[config.mk]
export PLATFORM = sky130hd
export DESIGN_NAME = ysyx_22050710_fetch_ctrl_flat
export DESIGN_NICKNAME = d
export VERILOG_FILES = /design/src/rtl/ysyx_22050710_fetch_ctrl_pkg.sv /design/src/rtl/ysyx_22050710_fetch_ctrl_if.sv /design/src/rtl/ysyx_22050710_fetch_ctrl_reg.sv /design/src/rtl/ysyx_22050710_fetch_ctrl.sv /design/src/flat_wrapper.sv
export SDC_FILE = /design/constraint.sdc
export NUM_CORES = 1
export LEC_CHECK = 0
export ABC_AREA = 1
export BUFFER_PORTS_ARGS = -buffer_cell sky130_fd_sc_hd__buf_2
export CAP_MARGIN = 10
export CORE_MARGIN = 2
export CORE_UTILIZATION = 40
export DETAILED_ROUTE_END_ITERATION = 8
export HOLD_SLACK_MARGIN = 0.03
export PLACE_DENSITY = 0.68
export SKIP_LAST_GASP = 1
export SYNTH_ARGS = -nofsm -noshare
export SYNTH_HDL_FRONTEND = slang
export SYNTH_SLANG_ARGS = --single-unit
[constraint.sdc]
create_clock -name i_clk -period 2.9 [get_ports i_clk]
set_input_delay 0.58 -clock i_clk [delete_from_list [all_inputs] [get_ports i_clk]]
set_output_delay 0.58 -clock i_clk [all_outputs]
set_load 0.03 [all_outputs]
[src/rtl/ysyx_22050710_fetch_ctrl_pkg.sv]
// Shared definitions for the instruction fetch controller.
// Latency: n/a (types and constants only).
// Backpressure: n/a.
package ysyx_22050710_fetch_ctrl_pkg;

  localparam int unsigned PC_WD_DEF   = 64;
  localparam int unsigned INST_WD_DEF = 32;

  typedef enum logic [2:0] {
    FETCH_IDLE  = 3'd0,
    FETCH_REQ   = 3'd1,
    FETCH_WAIT  = 3'd2,
    FETCH_HOLD  = 3'd3,
    FETCH_REDIR = 3'd4
  } fetch_state_e;

endpackage

[src/rtl/ysyx_22050710_fetch_ctrl_if.sv]
// Bundle of PC, redirect, imem and decode signals around the fetch controller.
// Latency: n/a (wires only).
// Backpressure: valid/ready on imem request and decode; imem response has no ready.
//
// Ports (seen from the controller, modport master):
//   PC       : i_pc in, o_pc_load / o_br_sel / o_br_target out
//   redirect : i_redirect, i_redirect_pc in
//   imem req : o_imem_req_valid, o_imem_addr out, i_imem_req_ready in
//   imem rsp : i_imem_rsp_valid, i_imem_rsp_data, i_imem_rsp_err in
//   decode   : o_inst_valid, o_inst, o_inst_pc, o_inst_err out, i_inst_ready in
//   status   : o_busy out
// The slave modport is the mirror image, used by the surrounding core or a bench.
interface ysyx_22050710_fetch_ctrl_if
  import ysyx_22050710_fetch_ctrl_pkg::*;
#(
  parameter int PC_WD   = PC_WD_DEF,
  parameter int INST_WD = INST_WD_DEF
);

  logic [PC_WD-1:0]   i_pc;
  logic               o_pc_load;
  logic               o_br_sel;
  logic [PC_WD-1:0]   o_br_target;

  logic               i_redirect;
  logic [PC_WD-1:0]   i_redirect_pc;

  logic               o_imem_req_valid;
  logic               i_imem_req_ready;
  logic [PC_WD-1:0]   o_imem_addr;

  logic               i_imem_rsp_valid;
  logic [INST_WD-1:0] i_imem_rsp_data;
  logic               i_imem_rsp_err;

  logic               o_inst_valid;
  logic               i_inst_ready;
  logic [INST_WD-1:0] o_inst;
  logic [PC_WD-1:0]   o_inst_pc;
  logic               o_inst_err;

  logic               o_busy;

  modport master (
    input  i_pc, i_redirect, i_redirect_pc, i_imem_req_ready,
           i_imem_rsp_valid, i_imem_rsp_data, i_imem_rsp_err, i_inst_ready,
    output o_pc_load, o_br_sel, o_br_target, o_imem_req_valid, o_imem_addr,
           o_inst_valid, o_inst, o_inst_pc, o_inst_err, o_busy
  );

  modport slave (
    output i_pc, i_redirect, i_redirect_pc, i_imem_req_ready,
           i_imem_rsp_valid, i_imem_rsp_data, i_imem_rsp_err, i_inst_ready,
    input  o_pc_load, o_br_sel, o_br_target, o_imem_req_valid, o_imem_addr,
           o_inst_valid, o_inst, o_inst_pc, o_inst_err, o_busy
  );

endinterface

[src/rtl/ysyx_22050710_fetch_ctrl_reg.sv]
// Generic enabled register cell with asynchronous active-low reset.
// Latency: 1 cycle from din/wen to dout.
// Backpressure: none; holds its value while wen is low.
//
// Ports: clk, rst_n, wen (load enable), din (next value), dout (stored value).
module ysyx_22050710_fetch_ctrl_reg #(
  parameter int               WIDTH     = 1,
  parameter logic [WIDTH-1:0] RESET_VAL = '0
) (
  input  logic             clk,
  input  logic             rst_n,
  input  logic             wen,
  input  logic [WIDTH-1:0] din,
  output logic [WIDTH-1:0] dout
);

  always_ff @(posedge clk or negedge rst_n) begin
    if (!rst_n) begin
      dout <= RESET_VAL;
    end else if (wen) begin
      dout <= din;
    end
  end

endmodule

[src/rtl/ysyx_22050710_fetch_ctrl.sv]
// Instruction fetch controller: issues one imem request per PC, holds the
// returned instruction for decode, and steers the PC on sequential advance or redirect.
// Latency: request in the cycle after IDLE/REDIR/handshake; instruction valid 1 cycle after the imem response.
// Backpressure: request held stable until imem ready; instruction held stable until decode ready.
//
// Ports: i_clk, i_rst_n (async active-low), bus (fetch_ctrl_if.master: PC, redirect,
// imem request/response, decode and busy signals).
module ysyx_22050710_fetch_ctrl
  import ysyx_22050710_fetch_ctrl_pkg::*;
#(
  parameter int PC_WD   = PC_WD_DEF,
  parameter int INST_WD = INST_WD_DEF
) (
  input  logic                       i_clk,
  input  logic                       i_rst_n,
  ysyx_22050710_fetch_ctrl_if.master bus
);

  fetch_state_e       state_q, state_d;
  logic [PC_WD-1:0]   issued_pc_q;
  logic [PC_WD-1:0]   inst_pc_q;
  logic [INST_WD-1:0] inst_q;
  logic               inst_err_q;
  logic               pending_q;
  logic               kill_q;
  logic [PC_WD-1:0]   target_q;

  logic req_vld;
  logic accept;
  logic capture;
  logic pc_load;
  logic br_sel;

  // Latest redirect target; every redirect overwrites it so the newest one wins.
  ysyx_22050710_fetch_ctrl_reg #(
    .WIDTH    (PC_WD),
    .RESET_VAL({PC_WD{1'b0}})
  ) u_target_reg (
    .clk  (i_clk),
    .rst_n(i_rst_n),
    .wen  (bus.i_redirect),
    .din  (bus.i_redirect_pc),
    .dout (target_q)
  );

  always_ff @(posedge i_clk or negedge i_rst_n) begin
    if (!i_rst_n) begin
      state_q <= FETCH_IDLE;
    end else begin
      state_q <= state_d;
    end
  end

  always_comb begin
    state_d = state_q;
    req_vld = 1'b0;
    accept  = 1'b0;
    capture = 1'b0;
    pc_load = 1'b0;
    br_sel  = 1'b0;
    case (state_q)
      FETCH_IDLE: begin
        state_d = bus.i_redirect ? FETCH_REDIR : FETCH_REQ;
      end
      FETCH_REQ: begin
        // A redirect here only marks the fetch as killed; the request itself
        // must stay up until the memory takes it.
        req_vld = 1'b1;
        if (bus.i_imem_req_ready) begin
          accept  = 1'b1;
          state_d = FETCH_WAIT;
        end
      end
      FETCH_WAIT: begin
        if (bus.i_imem_rsp_valid) begin
          if (pending_q || bus.i_redirect) begin
            state_d = FETCH_REDIR;
          end else begin
            capture = 1'b1;
            state_d = FETCH_HOLD;
          end
        end
      end
      FETCH_HOLD: begin
        // Redirect takes priority over sequential advance even if decode
        // consumes the instruction in the same cycle.
        if (bus.i_redirect) begin
          state_d = FETCH_REDIR;
        end else if (bus.i_inst_ready) begin
          pc_load = 1'b1;
          state_d = FETCH_REQ;
        end
      end
      FETCH_REDIR: begin
        pc_load = 1'b1;
        br_sel  = 1'b1;
        // A redirect arriving now updates the target; stay to load it too.
        if (!bus.i_redirect) begin
          state_d = FETCH_REQ;
        end
      end
      default: begin
        state_d = FETCH_IDLE;
      end
    endcase
  end

  always_ff @(posedge i_clk or negedge i_rst_n) begin
    if (!i_rst_n) begin
      issued_pc_q <= '0;
      inst_pc_q   <= '0;
      inst_q      <= '0;
      inst_err_q  <= 1'b0;
      pending_q   <= 1'b0;
      kill_q      <= 1'b0;
    end else begin
      if (accept) begin
        issued_pc_q <= bus.i_pc;
      end
      if (capture) begin
        inst_q     <= bus.i_imem_rsp_data;
        inst_err_q <= bus.i_imem_rsp_err;
        inst_pc_q  <= issued_pc_q;
      end
      if (bus.i_redirect) begin
        pending_q <= 1'b1;
      end else if (state_q == FETCH_REDIR) begin
        pending_q <= 1'b0;
      end
      // Kill covers the whole life of a fetch that was redirected mid-flight.
      if (bus.i_redirect && (state_q == FETCH_REQ || state_q == FETCH_WAIT)) begin
        kill_q <= 1'b1;
      end else if (state_q == FETCH_REDIR) begin
        kill_q <= 1'b0;
      end
    end
  end

  assign bus.o_imem_req_valid = req_vld;
  assign bus.o_imem_addr      = req_vld ? bus.i_pc : '0;
  assign bus.o_pc_load        = pc_load;
  assign bus.o_br_sel         = br_sel;
  assign bus.o_br_target      = target_q;
  assign bus.o_inst_valid     = (state_q == FETCH_HOLD);
  assign bus.o_inst           = inst_q;
  assign bus.o_inst_pc        = inst_pc_q;
  // Error flag is only meaningful alongside its own instruction.
  assign bus.o_inst_err       = (state_q == FETCH_HOLD) && inst_err_q;
  assign bus.o_busy           = (state_q != FETCH_IDLE);

endmodule
[src/flat_wrapper.sv]
// flat-port wrapper written by rule: the top's interface ports become plain ports
module ysyx_22050710_fetch_ctrl_flat import ysyx_22050710_fetch_ctrl_pkg::*;
#(
  parameter int PC_WD   = PC_WD_DEF,
  parameter int INST_WD = INST_WD_DEF
)
  (i_clk, i_rst_n, bus_i_pc, bus_i_redirect, bus_i_redirect_pc, bus_i_imem_req_ready, bus_i_imem_rsp_valid, bus_i_imem_rsp_data, bus_i_imem_rsp_err, bus_i_inst_ready, bus_o_pc_load, bus_o_br_sel, bus_o_br_target, bus_o_imem_req_valid, bus_o_imem_addr, bus_o_inst_valid, bus_o_inst, bus_o_inst_pc, bus_o_inst_err, bus_o_busy);
  ysyx_22050710_fetch_ctrl_if #(.PC_WD(PC_WD), .INST_WD(INST_WD)) bus_i ();
  input  logic i_clk;
  input  logic i_rst_n;
  input wire logic [$bits(bus_i.i_pc)-1:0] bus_i_pc;
  input wire logic [$bits(bus_i.i_redirect)-1:0] bus_i_redirect;
  input wire logic [$bits(bus_i.i_redirect_pc)-1:0] bus_i_redirect_pc;
  input wire logic [$bits(bus_i.i_imem_req_ready)-1:0] bus_i_imem_req_ready;
  input wire logic [$bits(bus_i.i_imem_rsp_valid)-1:0] bus_i_imem_rsp_valid;
  input wire logic [$bits(bus_i.i_imem_rsp_data)-1:0] bus_i_imem_rsp_data;
  input wire logic [$bits(bus_i.i_imem_rsp_err)-1:0] bus_i_imem_rsp_err;
  input wire logic [$bits(bus_i.i_inst_ready)-1:0] bus_i_inst_ready;
  output wire logic [$bits(bus_i.o_pc_load)-1:0] bus_o_pc_load;
  output wire logic [$bits(bus_i.o_br_sel)-1:0] bus_o_br_sel;
  output wire logic [$bits(bus_i.o_br_target)-1:0] bus_o_br_target;
  output wire logic [$bits(bus_i.o_imem_req_valid)-1:0] bus_o_imem_req_valid;
  output wire logic [$bits(bus_i.o_imem_addr)-1:0] bus_o_imem_addr;
  output wire logic [$bits(bus_i.o_inst_valid)-1:0] bus_o_inst_valid;
  output wire logic [$bits(bus_i.o_inst)-1:0] bus_o_inst;
  output wire logic [$bits(bus_i.o_inst_pc)-1:0] bus_o_inst_pc;
  output wire logic [$bits(bus_i.o_inst_err)-1:0] bus_o_inst_err;
  output wire logic [$bits(bus_i.o_busy)-1:0] bus_o_busy;
  assign bus_i.i_pc = bus_i_pc;
  assign bus_i.i_redirect = bus_i_redirect;
  assign bus_i.i_redirect_pc = bus_i_redirect_pc;
  assign bus_i.i_imem_req_ready = bus_i_imem_req_ready;
  assign bus_i.i_imem_rsp_valid = bus_i_imem_rsp_valid;
  assign bus_i.i_imem_rsp_data = bus_i_imem_rsp_data;
  assign bus_i.i_imem_rsp_err = bus_i_imem_rsp_err;
  assign bus_i.i_inst_ready = bus_i_inst_ready;
  assign bus_o_pc_load = bus_i.o_pc_load;
  assign bus_o_br_sel = bus_i.o_br_sel;
  assign bus_o_br_target = bus_i.o_br_target;
  assign bus_o_imem_req_valid = bus_i.o_imem_req_valid;
  assign bus_o_imem_addr = bus_i.o_imem_addr;
  assign bus_o_inst_valid = bus_i.o_inst_valid;
  assign bus_o_inst = bus_i.o_inst;
  assign bus_o_inst_pc = bus_i.o_inst_pc;
  assign bus_o_inst_err = bus_i.o_inst_err;
  assign bus_o_busy = bus_i.o_busy;
  ysyx_22050710_fetch_ctrl #(.PC_WD(PC_WD), .INST_WD(INST_WD)) u_core (.i_clk(i_clk), .i_rst_n(i_rst_n), .bus(bus_i));
endmodule
After elaboration in Yosys (flattened, before gate mapping)

Cells that the tools add are included.
Widths: inputs -> output; s select.

Bits in writable memories: 0
Bits of input ports: 167
Register bits: 229
Word-level logic and storage cells: 42
Latch bits: 0
ROM bits: 0
Memories kept: 0
Output and inout bits: 230

Add/subtract/negate cells: 0
Bitwise gates (word level): 0
Divide/modulo/power cells: 0
Equality and inequality tests: 8
Shifts and indexed selects: 0
$mul: 0
Mux-type cells: 21
Magnitude comparators: 0
Reduce and logical (&&, ||, !) cells: 6

Operator list:

| kind               | number |
|---|---|
| $mux 64            | 1 |
| $mux 3             | 7 |
| $pmux 3 s5         | 1 |
| $mux 1             | 11 |
| $eq 3x2->1 const B | 2 |
| $ne 2x2->1 const B | 3 |
| $reduce_and 4->1   | 1 |
| $eq 3x1->1 const B | 1 |
| $eq 3x3->1 const B | 1 |
| $logic_not 3->1    | 1 |
| $ne 3x3->1 const B | 1 |
| $reduce_bool 3->1  | 1 |
| $pmux 1 s2         | 1 |
| $reduce_bool 2->1  | 1 |
| $logic_and 1x1->1  | 1 |
| $logic_or 1x1->1   | 1 |

Depth between registers and ports, before layout

Gate-level depths: netlist of run 1.

Word-level depth: 4
Depth in mapped cells: 9
Depth with buffers taken out: 7

Cells and area by module

Synthesis of run 1 repeated with hierarchy kept, for this count alone.

Cells, all modules: 1085
Area, all modules: 9276.4 um^2

By module, submodules not included:

| module                       | seq. area each (um^2) | instances | cells an instance | area an instance (um^2) |
|---|---|---|---|---|
| ysyx_22050710_fetch_ctrl     | 4129.0                | 1         | 815               | 6830.3 |
| ysyx_22050710_fetch_ctrl_reg | 1601.5                | 1         | 270               | 2446.1 |

Least setup slack after synthesis of run 1

No wires, ideal clock.

Kind: input port to output port
Start point: in bus_i_redirect
End point: out bus_o_pc_load
Setup slack: 520 ps
Path buffers: 2
Stages on the path: 5
Arrival: 1800 ps
Path through: buf_2 -> inv_1 -> clkbuf_1 -> nand2_1 -> o21ai_0

Cells in the longest elaborated chain, start to end: 2

Ends and longest elaborated chain:

| item        | RTL line                       | RTL |
|---|---|---|
| from (decl) | flat_wrapper.sv:12             | `input wire logic [$bits(bus_i.i_redirect)-1:0] bus_i_redirect;` |
| $mux 1      | ysyx_22050710_fetch_ctrl.sv:87 | `if (bus.i_redirect) begin` |
| $pmux 1 s2  | ysyx_22050710_fetch_ctrl.sv:61 | `case (state_q)` |
| to (decl)   | flat_wrapper.sv:19             | `output wire logic [$bits(bus_i.o_pc_load)-1:0] bus_o_pc_load;` |

Every way passes these cells.

Worst setup path in the final report of run 1

Start point: reg u_core.state_q[0]
End point: out bus_o_imem_addr[36]

Cells in the longest elaborated chain, start to end: 3

Ends and longest elaborated chain:

| item                   | RTL line                        | RTL |
|---|---|---|
| from (decl)            | ysyx_22050710_fetch_ctrl.sv:19  | `fetch_state_e state_q, state_d;` |
| from (signal assigned) | ysyx_22050710_fetch_ctrl.sv:50  | `state_q <= state_d;` |
| $eq 3x1->1             | n/a                             |  |
| $mux 1                 | ysyx_22050710_fetch_ctrl.sv:61  |  |
| $mux 64                | ysyx_22050710_fetch_ctrl.sv:140 | `assign bus.o_imem_addr = req_vld ? bus.i_pc : '0;` |
| to (decl)              | flat_wrapper.sv:23              | `output wire logic [$bits(bus_i.o_imem_addr)-1:0] bus_o_imem_addr;` |

Every way passes these cells.

==> impl_metrics.env, run 1 <==
export IMPL_critical_path_max_stage_delay_ns=0.47
export IMPL_pwr_share_comb_pct=35.5
export IMPL_power_density_mw_per_mm2=969.9
export IMPL_synth_seq_cells=229
export IMPL_crit_required_ns=2.32
export IMPL_setup_viol=0
export IMPL_io_pins=397
export IMPL_via_per_inst=4.405
export IMPL_finalCritPeriodShare_pct=95.33
export IMPL_slew_headroom_pct=30.82
export IMPL_hold_viol=0
export IMPL_critPathKind="reg -> out"
export IMPL_worstPathMaxFanout=39
export IMPL_synth_top_area_share_pct=59.99
export IMPL_layout_nets=1626
export IMPL_max_cap_viol_count=0
export IMPL_drc=0
export IMPL_switchingPower_mw=4.790
export IMPL_grt_usage_pct=18.55
export IMPL_hold_class="in -> async"
export IMPL_syn_nets=1245
export IMPL_peakVddDrop_mv=0.5870
export IMPL_async_flop_share_pct=100.0
export IMPL_area_delta_synth_final_pct=31.88
export IMPL_synthTopCellsByCount="375 x nand2_1, 229 x dfrtp_1, 170 x inv_1"
export IMPL_cts_buffers=25
export IMPL_post_cts_repair_setup_buffers=0
export IMPL_numPortBuffers=396
export IMPL_status="completed"
export IMPL_final_util_pct=53.67
export IMPL_cts_tree="yes"
export IMPL_clock_sinks=229
export IMPL_core_area_mm2=0.02347
export IMPL_root_buffer="clkbuf_16"
export IMPL_rows=56
export IMPL_dp_hpwl_mm=17.29
export IMPL_fin_skew_ns=0.01544
export IMPL_synth_cells=1078
export IMPL_cp_arrival_ns=2.18
export IMPL_period_minus_slack_ns=2.765
export IMPL_fillCellCount=2203
export IMPL_ys_flop_type="dfrtp_1"
export IMPL_drive_gt1_share_pct=35.27
export IMPL_syn_cell_area_mm2=0.009553
export IMPL_switching_share_pct=39.20
export IMPL_die_height_um=158.5
export IMPL_start_util_pct=40.70
export IMPL_yosysWarnings=0
export IMPL_yosysMostFrequentCell="nand2_1"
export IMPL_post_cts_resized=0
export IMPL_antenna_left=0
export IMPL_first_iter_violations=446
export IMPL_clk_latency_ns=0.51
export IMPL_fin_tns_setup_ns=0
export IMPL_ys_seq_area_share_pct=59.99
export IMPL_syn_avg_cell_area_um2=8.862
export IMPL_critPathCaptureType="primary output"
export IMPL_dr_pass1_iters=5
export IMPL_synth_cell_type_count=17
export IMPL_tightest_slew_ns=1.038
export IMPL_synth_area_top_cells="dfrtp_1 60%, nand2_1 15%, inv_1 6.7%"
export IMPL_clkTransAtPathRegs_ns=0.06
export IMPL_gp_congestion=0.8183
export IMPL_die_area_mm2=0.02513
export IMPL_fmax_mhz=361.7
export IMPL_antenna_found_initial=0
export IMPL_yosys_area_top_type="dfrtp_1"
export IMPL_cts_max_level=1
export IMPL_leakage_nw=7.442
export IMPL_via_count=7911
export IMPL_p_int_mw=7.429
export IMPL_antenna_cells=0
export IMPL_wl_per_cell_um=13.38
export IMPL_grt_pass1_vias=7414
export IMPL_drt_total_wl_mm=24.03
export IMPL_cts_hold_fix_buffers=0
export IMPL_overflow=0
export IMPL_cts_buffer_depth=3
export IMPL_power_frac_seq_pct=37.7
export IMPL_critPathSlowestCell="dfrtp_1"
export IMPL_rsz0062_at_grt="no"
export IMPL_start_kind="register"
export IMPL_die_x_um=158.5
export IMPL_power_share_clock_pct=26.7
export IMPL_synth_edf_count=0
export IMPL_crit_chain="inv_2, nor2_2, nand2_2, buf_12, nor2_1, buf_2"
export IMPL_grt_pass1_wl_mm=37.14
export IMPL_finalMaxSlewViolations=0
export IMPL_grt_max_degree=108
==> metrics by stage <==
stage	hold slack [ns]	instances	worst slack, ns	cell area, um2	power [mW]
final	0.07025	1796	0.1354	12600	12.22
after detailed placement	0.4530	1751	0.6468	11740	9.050
after global placement	0.4494	1751	0.7462	11740	8.940
after floorplan	0.2844	1078	0.5199	9553	7.719
after CTS	0.09279	1796	0.1040	12600	12.38
after global routing	0.1263	1796	0.01113	12600	13.01
==> metal layers <==
layer	global-route usage [%]	up-vias	routed length [um]	share of wire, %
met5	0	-	0	0
met4	5.448	0	477	2.0
met3	4.056	37	1723	7.2
met2	32.74	260	11790	49
met1	22.79	3620	10050	42
li1	-	3994	-	-
==> power by group through the flow <==
| stage | clock network (mW) | registers, mW | logic (mW) |
|---|---|---|---|
| 2_1_floorplan | 0 | 5.59 | 2.13 |
| 3_3_place_gp | 0 | 4.62 | 4.32 |
| 3_5_place_dp | 0 | 4.65 | 4.40 |
| 4_1_cts | 3.36 | 4.61 | 4.41 |
| 5_1_grt | 3.49 | 4.74 | 4.78 |
| 6_report | 3.27 | 4.61 | 4.34 |
==> logic make-up (layout without fill, tap and decap cells) <==
kind of cell    after synthesis  count (layout)  synth area share, %
buf+inv                     230             629                10.95
flops                       229             229                59.99
simple gates                454             454                18.06
compound gates              165             165                11.00
==> final cells by class <==
class                   instances  area [um2]  area share [%]
clock buffers                  35       723.2           5.740
repair buffers                411        2167           17.20
well taps                     319       399.1           3.168
inverters                     173       649.4           5.154
flip-flops and latches        229        5731           45.49
clock inverters                10       135.1           1.073
multi-input cells             619        2794           22.18
==> critical path, delay by kind of cell, from the launching register on <==
family | cells | cell delay, ns
simple gates | 3 | 0.59
buf+inv | 3 | 0.60
flops | 1 | 0.47
==> cells in the final DEF, fill, tap and decap left out <==
master,count
inv_2,4
clkbuf_16,25
buf_4,10
o21ai_1,97
nand2_4,1
clkinv_2,3
nand3_4,1
nor2_1,71
clkbuf_1,4
nand2_2,1
inv_1,169
buf_8,1
nand3_1,5
nand2_1,373
bufinv_16,3
nor2_2,1
buf_2,395
o21ai_2,60
nor3_2,1
dfrtp_1,229
buf_12,5
clkinvlp_4,4
clkbuf_8,6
a21oi_1,1
o21ai_0,7
==> path summary, 6_finish.rpt <==
path / slack, ns / depth (start not counted) / to / startpoint
setup / recovery: 0.14 / 6 / bus_o_imem_addr[36] / u_core.state_q[0]$_DFFE_PN0P_
hold / removal: 0.07 / 1 / u_core.u_target_reg.dout[48]$_DFFE_PN0P_ / i_rst_n
setup reg to reg: 0.82 / 8 / u_core.issued_pc_q[46]$_DFFE_PN0P_ / u_core.state_q[0]$_DFFE_PN0P_
hold reg to reg: 0.46 / 2 / u_core.u_target_reg.dout[31]$_DFFE_PN0P_ / u_core.u_target_reg.dout[31]$_DFFE_PN0P_
max in group asynchronous: 2.10 / 2 / u_core.issued_pc_q[13]$_DFFE_PN0P_ / i_rst_n
min in group i_clk: 0.26 / 3 / u_core.u_target_reg.dout[9]$_DFFE_PN0P_ / bus_i_redirect_pc[9]
==> flip-flops by register name, summed over array words and instances (netlist names) <==
name                      flops
u_core.issued_pc_q           64
u_core.bus.o_inst_pc         64
u_core.pending_q              1
u_core.inst_err_q             1
u_core.bus.o_inst            32
u_core.u_target_reg.dout     64
u_core.state_q                3
(Power assumes the default switching activity.)
==> run 2, diff against run 1 <==
==> constraint.sdc (replaced) <==
create_clock -name i_clk -period 3.4 [get_ports i_clk]
set_input_delay 0.68 -clock i_clk [delete_from_list [all_inputs] [get_ports i_clk]]
set_output_delay 0.68 -clock i_clk [all_outputs]
set_load 0.03 [all_outputs]
==> run 2 against run 1 <==
Hold slack improved by 0.14 ns. Combinational power decreased by 15%. Setup slack improved by 0.23 ns. Clock power down 22%. Register-to-register slack improved by 0.27 ns. First-iteration DRC count is 1.3% higher. Final area shrank 0.74%. Non-clock buffer count is 1 lower. Utilization down 0.40 points. Via count decreased by 0.73%. Die area unchanged. Wire length is 0.14% higher. Critical path type unchanged.
==> impl_metrics.env, run 2 (synthesis gave the netlist of run 1 again) <==
export IMPL_core_area_mm2=0.02347
export IMPL_whs_ns=0.2117
export IMPL_drc=0
export IMPL_dp_cells=1750
export IMPL_setup_viol=0
export IMPL_finalCritPeriodShare_pct=89.20
export IMPL_start_kind="register"
export IMPL_root_buffer="clkbuf_16"
export IMPL_rsz0062_at_grt="no"
export IMPL_first_iter_violations=452
export IMPL_io_pins=397
export IMPL_max_cap_viol_count=0
export IMPL_critPathKind="reg -> out"
export IMPL_reg2regPathDepth=8
export IMPL_grt_usage_pct=18.32
export IMPL_crit_chain="inv_2, nor2_2, nand2_2, buf_4, nor2_1, buf_2"
export IMPL_grt_pass1_vias=7154
export IMPL_dr_pass1_iters=5
export IMPL_rows=56
export IMPL_worstReg2RegStart="u_core.state_q[0]$_DFFE_PN0P_"
export IMPL_hold_class="in -> async"
export IMPL_start_util_pct=40.70
export IMPL_die_height_um=158.5
export IMPL_cts_max_level=1
export IMPL_power_density_mw_per_mm2=812.3
export IMPL_crit_buf_inv=3
export IMPL_die_area_mm2=0.02513
export IMPL_crit_cells=6
export IMPL_layout_nets=1625
export IMPL_grt_pass1_wl_mm=36.58
export IMPL_clk_latency_ns=0.50
export IMPL_antenna_found_initial=0
export IMPL_die_x_um=158.5
export IMPL_dp_slack_ns=0.9144
export IMPL_cts_buffers=25
export IMPL_numPortBuffers=396
export IMPL_antenna_left=0
export IMPL_layout_commonest_cell="buf_2"
export IMPL_fmax_mhz=329.7
export IMPL_finalMaxSlewViolations=0
export IMPL_critPathCaptureType="primary output"
export IMPL_via_count=7853
export IMPL_area_delta_synth_final_pct=30.90
export IMPL_startpoint="u_core.state_q[0]$_DFFE_PN0P_"
export IMPL_r2r_setup_slack_ns=1.09
export IMPL_layout_common_cells="395 x buf_2, 373 x nand2_1, 229 x dfrtp_1, 169 x inv_1, 97 x o21ai_1"
export IMPL_antenna_cells=0
export IMPL_final_cells=1792
export IMPL_critical_path_max_stage_delay_ns=0.48
export IMPL_crit_required_ns=2.72
export IMPL_r2r_end="u_core.issued_pc_q[32]$_DFFE_PN0P_"
export IMPL_wl_per_cell_um=13.43
export IMPL_endpoint="bus_o_imem_addr[50]"
export IMPL_leakage_nw=7.410
export IMPL_critPathSlowestCell="buf_4"
export IMPL_cts_tree="yes"
export IMPL_overflow=0
export IMPL_drive_gt1_share_pct=35.17
export IMPL_worstPathMaxFanout=40
export IMPL_cts_buffer_depth=3
export IMPL_crit_family="buffers and inverters"
export IMPL_fin_skew_ns=0.008246
export IMPL_clkTransAtPathRegs_ns=0.05
export IMPL_period_minus_slack_ns=3.033
export IMPL_status="completed"
export IMPL_drt_total_wl_mm=24.07
export IMPL_peakVddDrop_mv=0.6737
export IMPL_setup_ws_ns=0.3671
export IMPL_clock_sinks=229
export IMPL_grt_max_degree=101
export IMPL_dp_hpwl_mm=17.33
export IMPL_tightest_slew_ns=0.7356
export IMPL_cts_hold_fix_buffers=0
export IMPL_post_cts_repair_setup_buffers=0
export IMPL_via_per_inst=4.382
export IMPL_slew_headroom_pct=50.96
export IMPL_hold_viol=0
export IMPL_post_cts_resized=0
export IMPL_gp_congestion=0.8194
export IMPL_fin_tns_setup_ns=0
export IMPL_cp_arrival_ns=2.35
## run 2: worst min-delay path by stage
stage	startpoint	end	slack (ns)	cells after the start
2_1_floorplan	i_rst_n	u_core.bus.o_inst[0]$_DFFE_PN0P_	0.38	0
3_3_place_gp	u_core.u_target_reg.dout[22]$_DFFE_PN0P_	u_core.u_target_reg.dout[22]$_DFFE_PN0P_	0.45	2
3_5_place_dp	u_core.u_target_reg.dout[32]$_DFFE_PN0P_	u_core.u_target_reg.dout[32]$_DFFE_PN0P_	0.45	2
4_1_cts	i_rst_n	u_core.u_target_reg.dout[48]$_DFFE_PN0P_	0.23	1
5_1_grt	i_rst_n	u_core.u_target_reg.dout[48]$_DFFE_PN0P_	0.27	1
6_report	i_rst_n	u_core.u_target_reg.dout[48]$_DFFE_PN0P_	0.21	1
## run 2: worst reg2reg max path, cell delays in order (launching register included)
cell and delay [ns]:
dfrtp_1 0.46, inv_2 0.08, nor2_2 0.04, nand2_2 0.45
inv_2 0.12, nand2_4 0.50, buf_12 0.38, nand2_1 0.14
o21ai_2 0.07
## run 2: metal layers
metal / vias up / part of all wire, % / wire (um) / global-route usage, %
met1: 3534 / 41 / 9927 / 22.43
met5: - / 0 / 0 / 0
li1: 3993 / - / - / -
met2: 283 / 48 / 11600 / 31.52
met4: 0 / 2.8 / 680 / 6.521
met3: 43 / 7.7 / 1854 / 4.464
## run 2: final cells by class
class                      count  area (um2)
clock buffer                  32       691.9
clock inverter                10       80.08
fill                        2194       10970
inverter                     173       649.4
multi-input combinational    619        2794
sequential                   229        5731
tap                          319       399.1
timing repair buffer         410        2160
## run 2: stage by stage
step / instance area (um2) / utilization, % / power, mW
finish: 12500 / 53.27 / 10.16
floorplan: 9553 / - / 6.584
global route: 12500 / 53.27 / 10.81
detailed placement: 11730 / 49.98 / 7.687
global placement: 11730 / 49.98 / 7.598
CTS: 12500 / 53.27 / 10.28
## run 2: power breakdown
part           internal (mW)  switching (mW)
Combinational           1.10            2.59
Sequential              3.51           0.416
Clock                   1.50            1.04
Total                   6.11            4.05
==> run 3, diff against run 2 <==
--- a/config.mk
+++ b/config.mk
@@ -13,6 +13,7 @@
 export DETAILED_ROUTE_END_ITERATION = 8
 export HOLD_SLACK_MARGIN = 0.03
 export PLACE_DENSITY = 0.68
+export REMOVE_ABC_BUFFERS = 1
 export SKIP_LAST_GASP = 1
 export SYNTH_ARGS = -nofsm -noshare
 export SYNTH_HDL_FRONTEND = slang
==> constraint.sdc (replaced) <==
create_clock -name i_clk -period 3.3 [get_ports i_clk]
set_input_delay 0.66 -clock i_clk [delete_from_list [all_inputs] [get_ports i_clk]]
set_output_delay 0.66 -clock i_clk [all_outputs]
set_load 0.03 [all_outputs]
==> run 3 against run 2 <==
Cell count down 0.11%. Final area up 0.14%. Non-clock buffer count down 5. Register-to-register slack better by 0.39 ns. Power up 4.2%. Count of clock-buffer cells in the layout up 4. Largest power group unchanged.
==> impl_metrics.env, run 3 (synthesis gave the netlist of run 1 again) <==
export IMPL_max_cap_viol_count=0
export IMPL_start_util_pct=40.70
export IMPL_clkTransAtPathRegs_ns=0.06
export IMPL_overflow=0
export IMPL_critical_path_max_stage_delay_ns=0.51
export IMPL_final_util_pct=53.35
export IMPL_layout_nets=1620
export IMPL_cts_buffer_depth=3
export IMPL_grt_usage_pct=17.74
export IMPL_worstReg2RegStart="u_core.state_q[0]$_DFFE_PN0P_"
export IMPL_dp_hpwl_mm=16.33
export IMPL_dp_slack_ns=0.9080
export IMPL_wl_per_cell_um=13.02
export IMPL_root_buffer="clkbuf_16"
export IMPL_cts_hold_fix_buffers=0
export IMPL_cts_max_level=1
export IMPL_whs_ns=0.1412
export IMPL_final_cells=1790
export IMPL_antenna_left=0
export IMPL_dr_pass1_iters=5
export IMPL_critPathKind="reg -> out"
export IMPL_drive_gt1_share_pct=34.90
export IMPL_grt_pass1_wl_mm=35.78
export IMPL_hold_viol=0
export IMPL_start_kind="register"
export IMPL_layout_commonest_cell="buf_2"
export IMPL_power_density_mw_per_mm2=845.6
export IMPL_cp_arrival_ns=2.07
export IMPL_finalCritPeriodShare_pct=82.64
export IMPL_rows=56
export IMPL_rsz0062_at_grt="no"
export IMPL_period_minus_slack_ns=2.727
export IMPL_peakVddDrop_mv=0.4185
export IMPL_crit_chain="inv_2, nor2_2, nand2_2, buf_4, nor2_1, buf_2"
export IMPL_critPathSlowestCell="buf_4"
export IMPL_grt_pass1_vias=7191
export IMPL_r2r_setup_slack_ns=1.48
export IMPL_area_delta_synth_final_pct=31.08
export IMPL_fillCellCount=2148
export IMPL_post_cts_repair_setup_buffers=0
export IMPL_cts_buffers=25
export IMPL_cts_tree="yes"
export IMPL_slew_headroom_pct=36.35
export IMPL_tightest_slew_ns=0.9548
export IMPL_post_cts_resized=0
export IMPL_clk_latency_ns=0.51
export IMPL_gp_congestion=0.7646
export IMPL_dp_cells=1745
export IMPL_drc=0
export IMPL_worstPathMaxFanout=65
export IMPL_fmax_mhz=366.7
export IMPL_fin_tns_setup_ns=0
export IMPL_die_area_mm2=0.02513
export IMPL_via_per_inst=4.396
export IMPL_status="completed"
export IMPL_core_area_mm2=0.02347
export IMPL_power_mw=10.59
export IMPL_crit_required_ns=2.64
export IMPL_drt_total_wl_mm=23.30
export IMPL_clock_sinks=229
export IMPL_reg2regPathDepth=4
export IMPL_r2r_end="u_core.bus.o_inst_pc[63]$_DFFE_PN0P_"
export IMPL_layout_common_cells="395 x buf_2, 373 x nand2_1, 229 x dfrtp_1, 169 x inv_1, 97 x o21ai_1"
export IMPL_first_iter_violations=534
export IMPL_setup_ws_ns=0.5730
export IMPL_leakage_nw=7.414
export IMPL_fin_area_mm2=0.01252
export IMPL_antenna_found_initial=1
export IMPL_die_height_um=158.5
export IMPL_hold_class="in -> async"
export IMPL_via_count=7869
export IMPL_grt_max_degree=195
export IMPL_placed_cell_area_mm2=0.01170
export IMPL_io_pins=397
export IMPL_critPathCaptureType="primary output"
export IMPL_setup_viol=0
export IMPL_die_x_um=158.5
export IMPL_fin_skew_ns=0.009169
export IMPL_finalMaxSlewViolations=0
export IMPL_numPortBuffers=396
-- run 3: cell count changes in the layout (fill, tap and decap cells not counted) --
cell        change
buf_4           -5
diode_2         +1
clkbuf_8        +2
clkbuf_1        +2
clkinvlp_4      -2
bufinv_16       +1
clkinv_2        -3
inv_6           +2
-- run 3: worst max path at each step --
stage                                        from                                    to  slack (ns)  cells after the start
floorplan           u_core.state_q[0]$_DFFE_PN0P_    u_core.issued_pc_q[10]$_DFFE_PN0P_       -1.93                      7
global placement                   bus_i_redirect     u_core.bus.o_inst[31]$_DFFE_PN0P_        0.98                      5
detailed placement                 bus_i_redirect  u_core.bus.o_inst_pc[63]$_DFFE_PN0P_        0.91                      5
CTS                 u_core.state_q[0]$_DFFE_PN0P_                   bus_o_imem_addr[51]        0.56                      6
global route        u_core.state_q[0]$_DFFE_PN0P_                   bus_o_imem_addr[51]        0.41                      6
finish              u_core.state_q[0]$_DFFE_PN0P_                   bus_o_imem_addr[51]        0.57                      6
-- run 3: worst max-delay path, delay by kind of cell (launching register included) --
kind / cells / cell delay, ns
buffers and inverters: 3 / 0.80
DFF: 1 / 0.46
and+or+nand+nor: 3 / 0.22
-- run 3: where the power goes --
part	switching [mW]	internal, mW
Clock	1.09	1.68
Sequential	0.425	3.62
Combinational	2.64	1.13
Total	4.16	6.43
-- run 3: layout make-up --
| type | count | area [um2] | share of cell area (%) |
|---|---|---|---|
| sequential | 229 | 5731 | 45.76 |
| multi-input combinational | 619 | 2794 | 22.31 |
| clock inverter | 8 | 97.59 | 0.7794 |
| timing repair buffer | 405 | 2122 | 16.95 |
| inverter | 173 | 649.4 | 5.186 |
| tap | 319 | 399.1 | 3.187 |
| antenna | 1 | 2.502 | 0.01998 |
| clock buffer | 36 | 726.9 | 5.805 |
-- run 3: layer usage --
metal / GRT usage (%) / wire, um
met5: 0 / 0
met4: 5.577 / 596
met3: 4.573 / 1956
met2: 30.78 / 11020
met1: 21.64 / 9728
